File: src/rtl/inport_buffer_pkg.sv
// Shared CPU datapath constants used by the input-port front end.
package inport_buffer_pkg;
  localparam int WORD_W = 32;
endpackage

File: src/rtl/inport_buffer.sv
// Input-port FIFO: device words are visible on InPortData 1 cycle after push, and the next word appears right after the pop edge.
// dev_ready drops only when DEPTH words are held; a same-cycle pop does not admit a push while full.
module inport_buffer
  import inport_buffer_pkg::*;
#(
  parameter int DEPTH = 8,
  parameter int WIDTH = WORD_W
) (
  input  logic                     clock,
  input  logic                     reset,
  input  logic [WIDTH-1:0]         dev_data,
  input  logic                     dev_valid,
  output logic                     dev_ready,
  input  logic                     InPortIn,
  output logic [WIDTH-1:0]         InPortData,
  output logic                     in_empty,
  output logic [$clog2(DEPTH):0]   in_count,
  output logic                     underflow
);

  localparam int PW = $clog2(DEPTH);
  localparam int CW = PW + 1;
  localparam logic [CW-1:0] FULL_CNT = CW'(DEPTH);

  logic [WIDTH-1:0] mem_q [DEPTH];
  logic [PW-1:0]    wr_ptr_q, wr_ptr_d;
  logic [PW-1:0]    rd_ptr_q, rd_ptr_d;
  logic [CW-1:0]    count_q, count_d;
  logic             underflow_q, underflow_d;
  logic             push, pop;

  assign dev_ready  = (count_q != FULL_CNT);
  assign in_empty   = (count_q == '0);
  assign in_count   = count_q;
  assign underflow  = underflow_q;
  assign InPortData = in_empty ? '0 : mem_q[rd_ptr_q];

  assign push = dev_valid && dev_ready && !reset;
  assign pop  = InPortIn && !in_empty;

  always_comb begin
    wr_ptr_d    = wr_ptr_q;
    rd_ptr_d    = rd_ptr_q;
    count_d     = count_q;
    underflow_d = underflow_q;
    if (push) wr_ptr_d = wr_ptr_q + PW'(1);
    if (pop)  rd_ptr_d = rd_ptr_q + PW'(1);
    case ({push, pop})
      2'b10:   count_d = count_q + CW'(1);
      2'b01:   count_d = count_q - CW'(1);
      default: count_d = count_q;
    endcase
    // A strobe on an empty queue is recorded even if a push lands this cycle.
    if (InPortIn && in_empty) underflow_d = 1'b1;
  end

  always_ff @(posedge clock) begin
    if (reset) begin
      wr_ptr_q    <= '0;
      rd_ptr_q    <= '0;
      count_q     <= '0;
      underflow_q <= 1'b0;
    end else begin
      wr_ptr_q    <= wr_ptr_d;
      rd_ptr_q    <= rd_ptr_d;
      count_q     <= count_d;
      underflow_q <= underflow_d;
    end
  end

  always_ff @(posedge clock) begin
    if (push) mem_q[wr_ptr_q] <= dev_data;
  end

endmodule
File: config.mk
export PLATFORM = sky130hd
export DESIGN_NAME = inport_buffer
export DESIGN_NICKNAME = d
export VERILOG_FILES = /design/src/rtl/inport_buffer_pkg.sv /design/src/rtl/inport_buffer.sv
export SDC_FILE = /design/constraint.sdc
export NUM_CORES = 1
export LEC_CHECK = 0
export CELL_PAD_IN_SITES_DETAIL_PLACEMENT = 0
export CELL_PAD_IN_SITES_GLOBAL_PLACEMENT = 1
export CORE_ASPECT_RATIO = 1.75
export CORE_UTILIZATION = 58
export CTS_CLUSTER_DIAMETER = 150
export DETAILED_ROUTE_END_ITERATION = 7
export DONT_BUFFER_PORTS = 1
export PLACE_DENSITY = 0.78
export SETUP_SLACK_MARGIN = 0.15
export SLEW_MARGIN = 10
export SYNTH_ARGS = -nofsm -noshare
export SYNTH_HDL_FRONTEND = slang
export SYNTH_SLANG_ARGS = --single-unit
File: constraint.sdc
create_clock -name clock -period 10.7 [get_ports clock]
set_clock_uncertainty 0.05 [all_clocks]
set_input_delay 1.605 -clock clock [delete_from_list [all_inputs] [get_ports clock]]
set_output_delay 1.605 -clock clock [all_outputs]
set_load 0.03 [all_outputs]
# After elaboration in Yosys (flattened, before gate mapping)
# Memory sizes are Yosys's and may differ from the RTL's. A register that Yosys moved wholly into a read port is not among the register bits.
# Index checks and enable logic that the tools add are counted.
# word_totals
out_inout_bits	39
mem_count	1
word_cells	26
ram_bits	256
reg_bits	11
# classes
n_mux	6
eq_ne	3
reduce_logical	8
add_sub_neg	4
# mem_list
name	depth	width	read_ports	rd_clocked_by_memory_dff	wr	line	source
mem_q	8	32	1	1	1	inport_buffer.sv:25	logic [WIDTH-1:0] mem_q [DEPTH];
# ops
op	n
2-to-1 mux 32 bit	1
one-hot mux 4 bit (2 select lines)	1
adder 3 x 1 -> 3 bit (second input constant)	2
2-to-1 mux 3 bit	2
adder 4 x 1 -> 4 bit (second input constant)	1
logical AND 1 bit	4
zero test 4 bit	1
inequality test 4 bit (second input constant)	1
subtractor 4 x 1 -> 4 bit (second input constant)	1
== test 2 x 1 -> 1 bit (second input constant)	1
== test 2 bit (second input constant)	1
zero test 1 bit	2
2-to-1 mux 1 bit	2
nonzero test 2 bit	1

# Depth between registers and ports, before layout
# depth
ltp_word	5
ltp_mapped	11
mapped_depth_nobuf	9

# Worst setup path before layout
# No wires, ideal clock.
# synth_path
path_kind	input to register
from	input port reset
to	memory mem_q[0][0] (netlist name) (enable)
n_path_buf	0
t_required_ps	10149
arrival_time_ps	4876
slack_ps	5273
cell_stages	2
cell_sequence	nand3b_4 > nor4_1
# synth_via
elab_chain_len	4
# synth_lines
element	line	source
start, declared	inport_buffer.sv:10	input logic reset,
zero test 1 bit	inport_buffer.sv:38	assign push = dev_valid && dev_ready && !reset;
logical AND 1 bit	inport_buffer.sv:38	
2-to-1 mux 1 bit	inport_buffer.sv:72	if (push) mem_q[wr_ptr_q] <= dev_data;
2-to-1 mux 1 bit (implied by the code)	inport_buffer.sv:72	
end, declared	inport_buffer.sv:25	
# No other way between the ends.

==> metrics.cfg <==
[run_status]
status = complete, no violations

[synth]
syn_nets = 523
ys_ff_latch = 270
synth_cell_type_count = 32
syn_avg_cell_area_um2 = 21.6
synthArstFlopShare = 0
ys.flop_type = edfxtp_1
syn_inst = 482
seq_area_frac_synth = 0.765
synth_edf_count = 256
yosysWarnings = 0
syn_area_um2 = 10400

[drt]
vias = 4556
drc = 0
viasPerCell = 6.09
ant_nets = 0
wl_per_cell_um = 24.3
first_pass_iters = 4
wl_mm = 18.2
drt_iter0_drc = 171

[critical_path]
critPathMaxStageDelay_ns = 0.79
slowest_stage = buf_4
crit_chain = buf_4 > mux4_2 > mux2i_1 > nor2_1
cp-start-kind = flip-flop
critPathTopFamily = multiplexers
crit_buf_inv = 1
critPathMaxFanout = 50
crit_arrival_ns = 2.97
cp.required_ns = 9.05
path_class = flip-flop to output pin
worstSetupEndpointType = output pin

[global_route]
grtUsageTotal = 0.209
grt_pass1_vias = 4867
grt_pass1_wl_mm = 27.5
grt_start_max_net_pins = 65
antenna_found_initial = 0
gr-total-overflow = 0

[die]
die_w_um = 103
boundaryPins = 75
die_area_um2 = 18500
die_h_um = 179
initial_core_util = 0.594
fp.coreArea_um2 = 17500
rows = 64

[finish]
nNetsFinal = 540
fillCellCount = 1122
fin_util = 0.661
final_common_cell = edfxtp_1
n_antenna_cell = 0
drive_gt1_frac = 0.257
synthToLayoutAreaGrowth_pct = 11.3
layout_common_cells = 256 x edfxtp_1, 64 x mux4_2, 42 x nor2_1, 34 x mux2i_1, 25 x clkbuf_16

[clock_network]
cts_root_buf = clkbuf_16
postCtsSetupRepairBufs = 0
cts_max_level = 1
cts_buffers = 24
clkTransAtPathRegs_ns = 0.06
post_cts_resized = 0
clockBufferDepth = 3
cts_sinks = 270
cts_tree = done
clock_latency_ns = 0.51
cts_hold_buf = 0

[timing]
fin_crit_ns = 4.63
drv_slew = 0
fmax_mhz = 216
tns_ns = 0
hold-worst-slack_ns = 0.486
setup_violations = 0
fin_crit_sh = 0.433
finalHoldViolCount = 0
relSlewSlack = 0.334
rsz0062_at_grt = no
tightestPinTransition_ns = 1.00

[power]
p_per_area_nw_per_um2 = 249
p_leak_nw = 3.55
peakVddDrop_v = 0.000358

[min_path]
min_path_type = flip-flop to flip-flop

[placement]
port_buffers = 0
gp_congestion = 0.724
detailed_place_hpwl_mm = 10.1

[run]
maxCapViolations = 0

[worst paths after layout]
kind              cells past startpoint  slack [ns]        start        endpoint
setup / recovery                      4        6.07    flip-flop  InPortData[17]
hold / removal                        2        0.49  rd_ptr_q[2]     rd_ptr_q[2]
setup reg to reg                      8        7.59  in_count[1]     in_count[3]
hold reg to reg                       2        0.49  rd_ptr_q[2]     rd_ptr_q[2]
[through the flow]
| stage | total power (W) | cells | cell area (µm²) | worst slack [ns] |
|---|---|---|---|---|
| floorplan | 0.00191 | 482 | 10400 | 5.27 |
| CTS | 0.00292 | 748 | 11600 | 5.95 |
| global route | 0.00300 | 748 | 11600 | 5.85 |
| global placement | 0.00201 | 704 | 10700 | 6.48 |
| finish | 0.00288 | 748 | 11600 | 6.07 |
| detailed placement | 0.00202 | 704 | 10700 | 6.49 |
[synthesized netlist by cell type (2+ instances only)]
library cell,instances,area (µm²)
edfxtp_1,256,7690
mux4_2,64,1440
nor2_1,45,169
mux2i_1,34,340
dfxtp_1,14,280
buf_1,7,26.3
buf_4,7,52.6
clkbuf_1,7,26.3
ha_1,5,62.6
nor3_1,5,25.0
xor2_1,5,43.8
a21oi_1,4,20.0
nand2_1,4,15.0
buf_2,2,10.0
buf_6,2,22.5
mux2_2,2,22.5
nand2b_1,2,12.5
nand3_1,2,10.0
nor2b_1,2,12.5
[per-layer routing]
| layer | global-route usage | routed length (µm) |
|---|---|---|
| met4 | 0.0569 | 288 |
| met2 | 0.376 | 9910 |
| met5 | 0 | 0 |
| met1 | 0.254 | 7000 |
| met3 | 0.0433 | 990 |
[final cells by class]
cell class                      instances  area (µm²)  share of cell area
Sequential cell                       270        7970               0.688
Multi-Input combinational cell        187        2360               0.204
Tap cell                              231         289              0.0249
Clock buffer                           25         626              0.0540
Clock inverter                         19         223              0.0192
Timing Repair Buffer                   16         120              0.0104
[power breakdown]
| part | total [W] | switching, W | internal, W |
|---|---|---|---|
| registers | 0.00126 | 0.0000571 | 0.00120 |
| logic | 0.000717 | 0.000463 | 0.000254 |
| clock network | 0.000907 | 0.000361 | 0.000546 |
[cells by family (layout without fill, tap and decap cells)]
| family | Yosys count | count (layout) | synth area share |
|---|---|---|---|
| flops | 270 | 270 | 0.765 |
| mux | 100 | 100 | 0.173 |
| simple gates | 68 | 68 | 0.0323 |
| buf+inv | 25 | 60 | 0.0132 |
| compound gates | 7 | 7 | 0.00408 |
| xor+xnor | 7 | 7 | 0.00660 |
| fa+ha+maj | 5 | 5 | 0.00600 |
[state kept, by name, summed over array words and instances, names as in the netlist, named ones only]
name	flops
wr_ptr_q	3
in_count	4
rd_ptr_q	3
underflow	1
mem_q	256
[worst reg2reg max path, stage by stage (launching register included)]
cell,delay [ns]
dfxtp_1,0.50
nor4_4,0.34
buf_4,0.51
nor2b_1,0.24
ha_1,0.43
nor4b_1,0.35
a41oi_1,0.08
o41ai_1,0.12
mux2_2,0.37
Note: power is estimated with default switching activity, not from simulation.
